===== src/rtl/vga_timing_gen.sv =====
// vga_timing_gen: free-running raster timing source (pixel counters, sync
// pulses, active-video flag, line/frame strobes, 6-bit frame counter).
// Optional feature macro: VGA_LOOKAHEAD_EN -- delays the decoded outputs
// (hsync, vsync, active, line_start, frame_start) by LOOKAHEAD cycles so that
// pos_x/pos_y/count lead them, hiding downstream renderer latency.
module vga_timing_gen #(
  parameter int       H_ACTIVE  = 1440,
  parameter int       H_FP      = 80,
  parameter int       H_SYNC    = 152,
  parameter int       H_BP      = 232,
  parameter int       V_ACTIVE  = 900,
  parameter int       V_FP      = 1,
  parameter int       V_SYNC    = 3,
  parameter int       V_BP      = 28,
  parameter logic     H_POL     = 1'b0,
  parameter logic     V_POL     = 1'b1,
  parameter int       LOOKAHEAD = 2
) (
  input  logic        clk,
  input  logic        rst,
  output logic [10:0] pos_x,
  output logic [10:0] pos_y,
  output logic        hsync,
  output logic        vsync,
  output logic        active,
  output logic        line_start,
  output logic        frame_start,
  output logic [5:0]  count
);

  localparam int H_TOTAL = H_ACTIVE + H_FP + H_SYNC + H_BP;
  localparam int V_TOTAL = V_ACTIVE + V_FP + V_SYNC + V_BP;

  // Counters and comparators are 11 bits wide; refuse configurations that overflow.
  generate
    if (H_TOTAL >= 2048 || V_TOTAL >= 2048) begin : g_bad_total
      $error("vga_timing_gen: H_TOTAL/V_TOTAL must be below 2048");
    end
    if (LOOKAHEAD < 1) begin : g_bad_lookahead
      $error("vga_timing_gen: LOOKAHEAD must be at least 1");
    end
  endgenerate

  localparam logic [10:0] H_LAST    = 11'(H_TOTAL - 1);
  localparam logic [10:0] V_LAST    = 11'(V_TOTAL - 1);
  localparam logic [10:0] H_ACT_END = 11'(H_ACTIVE);
  localparam logic [10:0] V_ACT_END = 11'(V_ACTIVE);
  localparam logic [10:0] HS_START  = 11'(H_ACTIVE + H_FP);
  localparam logic [10:0] HS_END    = 11'(H_ACTIVE + H_FP + H_SYNC);
  localparam logic [10:0] VS_START  = 11'(V_ACTIVE + V_FP);
  localparam logic [10:0] VS_END    = 11'(V_ACTIVE + V_FP + V_SYNC);

  // Decoded bundle ordering: {hsync, vsync, active, line_start, frame_start}
  localparam logic [4:0] DEC_IDLE = {~H_POL, ~V_POL, 3'b000};

  logic [10:0] r_x;
  logic [10:0] r_y;
  logic [5:0]  r_cnt;
  logic [4:0]  r_dec;

  logic [10:0] w_x_next;
  logic [10:0] w_y_next;
  logic [5:0]  w_cnt_next;
  logic [4:0]  w_dec_next;

  // Next-state counters; reset forces the origin so decode below yields the reset outputs.
  always_comb begin
    w_x_next   = r_x + 11'd1;
    w_y_next   = r_y;
    w_cnt_next = r_cnt;
    if (r_x == H_LAST) begin
      w_x_next = 11'd0;
      if (r_y == V_LAST) begin
        w_y_next   = 11'd0;
        w_cnt_next = r_cnt + 6'd1;
      end else begin
        w_y_next = r_y + 11'd1;
      end
    end
    if (rst) begin
      w_x_next   = 11'd0;
      w_y_next   = 11'd0;
      w_cnt_next = 6'd0;
    end
  end

  // Decode from the next-state counters so registered outputs line up with pos.
  always_comb begin
    w_dec_next = DEC_IDLE;
    if (w_x_next >= HS_START && w_x_next < HS_END) begin
      w_dec_next[4] = H_POL;
    end
    if (w_y_next >= VS_START && w_y_next < VS_END) begin
      w_dec_next[3] = V_POL;
    end
    w_dec_next[2] = (w_x_next < H_ACT_END) && (w_y_next < V_ACT_END);
    w_dec_next[1] = (w_x_next == 11'd0);
    w_dec_next[0] = (w_x_next == 11'd0) && (w_y_next == 11'd0);
  end

  // Counter and aligned-decode registers.
  always_ff @(posedge clk) begin
    if (rst) begin
      r_x   <= 11'd0;
      r_y   <= 11'd0;
      r_cnt <= 6'd0;
      r_dec <= {~H_POL, ~V_POL, 3'b111};
    end else begin
      r_x   <= w_x_next;
      r_y   <= w_y_next;
      r_cnt <= w_cnt_next;
      r_dec <= w_dec_next;
    end
  end

  assign pos_x = r_x;
  assign pos_y = r_y;
  assign count = r_cnt;

`ifdef VGA_LOOKAHEAD_EN
  logic [4:0] r_pipe [LOOKAHEAD];

  generate
    for (genvar gi = 0; gi < LOOKAHEAD; gi++) begin : g_pipe
      // Delay stage gi of the decoded bundle; stages restart idle on reset.
      always_ff @(posedge clk) begin
        if (rst) begin
          r_pipe[gi] <= DEC_IDLE;
        end else if (gi == 0) begin
          r_pipe[gi] <= r_dec;
        end else begin
          r_pipe[gi] <= r_pipe[(gi == 0) ? 0 : gi - 1];
        end
      end
    end
  endgenerate

  assign {hsync, vsync, active, line_start, frame_start} = r_pipe[LOOKAHEAD-1];
`else
  assign {hsync, vsync, active, line_start, frame_start} = r_dec;
`endif

endmodule


===== config.mk =====
export PLATFORM = sky130hd
export DESIGN_NAME = vga_timing_gen
export DESIGN_NICKNAME = d
export VERILOG_FILES = /design/src/rtl/vga_timing_gen.sv
export SDC_FILE = /design/constraint.sdc
export NUM_CORES = 1
export LEC_CHECK = 0
export ABC_CLOCK_PERIOD_IN_PS = 3000
export BUFFER_PORTS_ARGS = -buffer_cell sky130_fd_sc_hd__clkbuf_2
export CELL_PAD_IN_SITES_DETAIL_PLACEMENT = 0
export CELL_PAD_IN_SITES_GLOBAL_PLACEMENT = 1
export CORE_ASPECT_RATIO = 0.75
export CORE_MARGIN = 2
export CORE_UTILIZATION = 41
export DETAILED_ROUTE_END_ITERATION = 16
export PLACE_DENSITY_LB_ADDON = 0.1
export SYNTH_ARGS = -nofsm -noshare
export SYNTH_HDL_FRONTEND = slang
export SYNTH_SLANG_ARGS = --single-unit

===== constraint.sdc =====
create_clock -name clk -period 3 [get_ports clk]
set_clock_uncertainty 0.2 [all_clocks]
set_input_delay 0.45 -clock clk [delete_from_list [all_inputs] [get_ports clk]]
set_output_delay 0.45 -clock clk [all_outputs]
set_load 0.01 [all_outputs]

# Yosys cells after proc, flatten, opt, wreduce, memory -nomap -nowiden
# Cells that the tools add are included.
# word_totals
ff_bits	33
input_bits	2
output_inout_bits	33
elab_cells	29
# op_classes
addsub	3
magnitude_cmp	6
n_eq_ne	2
mux	7
n_reduce_logical	7
# ops
op	count
11-bit 2-to-1 mux	5
11-bit by 1-bit adder with 11-bit output (second input constant)	2
11-bit logical NOT	2
11-bit by 10-bit less-than comparator with 1-bit output (second input constant)	2
11-bit less-than comparator (second input constant)	2
11-bit by 10-bit == test with 1-bit output (second input constant)	1
11-bit == test (second input constant)	1
11-bit by 10-bit >= comparator with 1-bit output (second input constant)	1
11-bit >= comparator (second input constant)	1
6-bit by 1-bit adder with 6-bit output (second input constant)	1
1-bit logical AND	4
1-bit 2-to-1 mux	2
2-bit AND reduction	1

# Depth between registers and ports, before layout
# depth
ltp_word	7
mapped_depth	10
depth_no_buf	7

# Worst setup path before layout
# OpenSTA, ideal clock, no wires.
# synth_timing
path_kind	register to register
startpoint	register r_x[0], in the netlist pos_x[0]
endpoint	register r_dec[0]
t_arrival_ns	2.386
t_required_ns	2.659
slack_ns	0.272
path_stages_with_launch	10
path_buffers	2
synth_period_minus_slack_ns	2.728
cell_sequence	dfxtp_1 -> ha_1 -> buf_4 -> nand3_2 -> or3_1 -> buf_2 -> or4_4 -> mux2_1 -> nand4_1 -> a221oi_2
# synth_via
elab_chain_cells	5
elab_cells_between_ends	9
classes_between	add/sub: 1; eq/ne: 1; mux: 4; reduce/logical: 3
# synth_rtl
element	line	source
start: declaration	56	logic [10:0] r_x;
start signal: assignment	109	r_x <= w_x_next;
11-bit by 1-bit adder with 11-bit output or 11-bit == test (tied branches)	68, 71	
11-bit 2-to-1 mux	71	if (r_x == H_LAST) begin
11-bit 2-to-1 mux	80	if (rst) begin
11-bit logical NOT	98	w_dec_next[0] = (w_x_next == 11'd0) && (w_y_next == 11'd0);
1-bit logical AND (*)	98	
end signal: assignment	107	r_dec <= {~H_POL, ~V_POL, 3'b111};
end signal: assignment	112	r_dec <= w_dec_next;
end: declaration	59	logic [4:0] r_dec;
# Every way passes the cells marked *; elsewhere a longest branch is shown, timed or not.
# A chain may end at the register's enable or synchronous reset.

# Worst setup path in the final report
# layout_timing
startpoint	register r_x[5], in the netlist pos_x[5]
endpoint	register r_dec[0]
# Same word-level chain as after synthesis.

==> flow_summary.rst <==
.. list-table::
   :header-rows: 1

   * - Metric
     - Value
   * - Status
     - finished clean
   * - Post-route minimum period
     - 2645 ps
   * - Cell area after synthesis
     - 0.001853 mm2
   * - Clock Path Buffers
     - 2
   * - Die boundary width
     - 81.63 um
   * - Count of unique library cells instantiated by Yosys
     - 48
   * - Cts repair resizes
     - 0
   * - Post-detailed-route via-to-cell ratio
     - 5.303
   * - Total power divided by cell area
     - 417.5 mW/mm2
   * - Final ANT Viol Nets
     - 0
   * - Effective utilization at floorplan
     - 41.98%
   * - Hold-fix buffers, CTS
     - 0
   * - Site Rows
     - 21
   * - Relative max-transition margin
     - 58.49%
   * - CTS Root Buffer Type
     - clkbuf_8
   * - Mean post-synth cell area
     - 8.385 um2
   * - Routed wire length
     - 4373 um
   * - Worst setup slack before clock tree synthesis
     - 392.5 ps
   * - Category of the most critical setup path
     - reg -> reg
   * - Post-synthesis sequential area ratio
     - 35.65%
   * - Prevailing post-synth register cell
     - dfxtp_1
   * - Clock sink count
     - 33
   * - Internal power
     - 730.5 uW
   * - Final global-route overflow total
     - 0
   * - Setup violators final
     - 0
   * - Post-detailed-placement half-perimeter wirelength
     - 3340 um
   * - Final core utilization
     - 50.09%
   * - Maximum ir drop on the vdd rail
     - 0.2396 mV
   * - Power share of the sequential group
     - 48.9%
   * - Register clock-pin slew on the reported worst setup and hold paths
     - 70 ps
   * - Instance area after placement
     - 0.002091 mm2
   * - Highest net fanout along the worst path
     - 9
   * - Most frequent standard cell in the layout excluding fill and tap cells
     - clkbuf_2
   * - Worst R2R Start
     - pos_x[5]$_SDFF_PP0_
   * - Overall track demand over capacity in global routing
     - 18.85%
   * - Yosys warnings
     - 0
   * - Clock buffers created by TritonCTS
     - 5
   * - Antenna cells
     - 0
   * - Number of synthesized register bits
     - 33
   * - Detailed router's first-iteration violation count
     - 104
   * - Start point of the worst min-delay path
     - pos_x[0]$_SDFF_PP0_
   * - Largest net degree at the start of global routing
     - 15
   * - First-pass GRT wire length
     - 7424 um
   * - Number of enable flip-flop cells after synthesis
     - 0
   * - Remaining routing DRC violations
     - 0
   * - Synthesized Nets
     - 226
   * - Area growth syn-to-layout
     - 19.31%
   * - Count of mapped cells out of synthesis
     - 221
   * - Initial antenna violation count
     - 0
   * - Required arrival time at the worst endpoint
     - 3000 ps
   * - Static leakage power
     - 0.8388 nW
   * - Critical Path Start Type
     - flip-flop
   * - Post-Route Setup TNS
     - 0 ps
   * - Crit. End Element
     - flip-flop
   * - Die Footprint
     - 0.005079 mm2
   * - Type of the worst min-delay path
     - reg -> reg
   * - Max capacitance violation total
     - 0
   * - Via count of the first global-routing pass
     - 1,511
   * - IO Pins
     - 35
   * - Tcrit/Tclk final
     - 88.15%
   * - Most used cells in the layout excluding fill and tap cells
     - clkbuf_2 (34), dfxtp_1 (33), nor2_1 (31)
   * - Number of max-slew violations in the final report
     - 0
   * - Combinational share of power
     - 4.1%
   * - Peak clock frequency supported by timing
     - 378.1 MHz
   * - Post-Layout Inst Area
     - 0.002211 mm2
   * - Share of power burned in the clock network
     - 47.0%
   * - Vertical die dimension
     - 62.22 um
   * - Worst skew pair latency
     - 280 ps
   * - Slack of the critical path
     - 355.5 ps
   * - Data arrival time of the critical path
     - 2640 ps
   * - Final hold violation count
     - 0
   * - Port-buffer cells
     - 34
   * - Nets@finish
     - 261
   * - Setup repair after global routing missed its margin
     - no
   * - First-pass DRT Iterations
     - 4
   * - TritonCTS clock tree
     - yes
   * - Wire per inst
     - 13.93 um
   * - Async set or reset register ratio after synthesis
     - 0%
   * - Reg2Reg Setup Slack
     - 360 ps
   * - H-tree levels
     - 2
   * - Postcts setup bufs
     - 0
   * - Switching share of total power
     - 20.86%
   * - Pin slew with the least headroom to its limit
     - 617.0 ps
   * - Via count
     - 1,665
   * - Placeable core area
     - 0.004414 mm2
   * - Worst setup startpoint
     - pos_x[5]$_SDFF_PP0_
   * - Share of cells above drive strength 1
     - 22.57%
   * - P_sw
     - 192.5 uW
   * - Global placement routability congestion
     - 0.9052
[per-stage QoR]
stage / hold slack, ps / std cells / total power, mW
final: 308.0 / 314 / 0.9230
after detailed placement: 293.5 / 306 / 0.4998
after floorplan: 299.4 / 221 / 0.4853
after global placement: 289.6 / 306 / 0.5006
after CTS: 310.8 / 314 / 0.9320
after global routing: 343.5 / 314 / 0.9591
[metal layers]
layer	global-route usage [%]	up-vias	wire length (um)
li1	-	861	-
met1	31.37	747	2417
met2	23.16	50	1622
met3	4.651	7	281
met4	5.208	0	52
met5	0	-	0
[worst paths after layout]
check,end,cells after the start
setup / recovery,r_dec[0]$_SDFF_PP1_,6
hold reg to reg,pos_x[0]$_SDFF_PP0_,1
setup reg to reg,r_dec[0]$_SDFF_PP1_,6
hold / removal,pos_x[0]$_SDFF_PP0_,1
[worst max-delay path: stages (launching register included)]
cell	delay, ps
dfxtp_1	500
nand3_1	260
or3_1	490
o31a_1	380
nor4_4	340
nand4_1	160
a221oi_2	230
[layout make-up]
type | count | area, um2
Multi-Input combinational cell | 167 | 1095
Inverter | 5 | 18.77
Clock inverter | 2 | 37.54
Timing Repair Buffer | 44 | 245.2
Clock buffer | 6 | 82.58
Tap cell | 57 | 71.32
Sequential cell | 33 | 660.6
Fill cell | 435 | 2203
[logic make-up (layout without fill, tap and decap cells)]
logic type	Yosys count	count (layout)	synth area share, %
AOI/OAI and AO/OA	29	29	11.41
xor gates and xnor gates	24	24	11.34
adders and majority gates	3	3	2.026
buffers and inverters	21	57	5.267
DFF	33	33	35.65
muxes	4	4	2.228
and+or+nand+nor	107	107	32.07
[power groups by stage]
stage / clock, mW / sequential [mW] / combinational (mW)
5_1_grt: 0.464 / 0.452 / 0.0426
4_1_cts: 0.442 / 0.451 / 0.0387
3_5_place_dp: 0 / 0.461 / 0.0385
6_report: 0.434 / 0.451 / 0.0382
2_1_floorplan: 0 / 0.461 / 0.0238
3_3_place_gp: 0 / 0.461 / 0.0394
[sequential cells by signal, summed over array words and instances (netlist names)]
name / count
pos_x: 11
pos_y: 11
count: 6
r_dec: 5
[synth_stat cells (2+ instances only)]
| library cell | number | area, um2 |
|---|---|---|
| nand2_1 | 16 | 60.06 |
| nor2_1 | 31 | 116.4 |
| xnor2_1 | 17 | 148.9 |
| a31oi_1 | 4 | 25.02 |
| nor4b_1 | 2 | 17.52 |
| dfxtp_1 | 33 | 660.6 |
| a21oi_1 | 5 | 25.02 |
| clkbuf_1 | 8 | 30.03 |
| nor4_1 | 6 | 37.54 |
| and2_1 | 6 | 37.54 |
| or4_1 | 3 | 22.52 |
| ha_1 | 3 | 37.54 |
| nand2b_1 | 2 | 12.51 |
| or3_1 | 3 | 18.77 |
| and4_1 | 2 | 17.52 |
| nand4_1 | 6 | 37.54 |
| mux2i_1 | 3 | 30.03 |
| and3_1 | 6 | 37.54 |
| nor3_1 | 7 | 35.03 |
| xor2_1 | 7 | 61.31 |
| o211ai_1 | 2 | 15.01 |
| buf_2 | 5 | 25.02 |
| a211oi_1 | 2 | 15.01 |
| o21a_1 | 3 | 22.52 |
| inv_1 | 5 | 18.77 |
| o21ai_0 | 3 | 15.01 |
| o221ai_1 | 2 | 17.52 |
| nand3_1 | 9 | 45.04 |
Power figures use the tool's default switching activity.
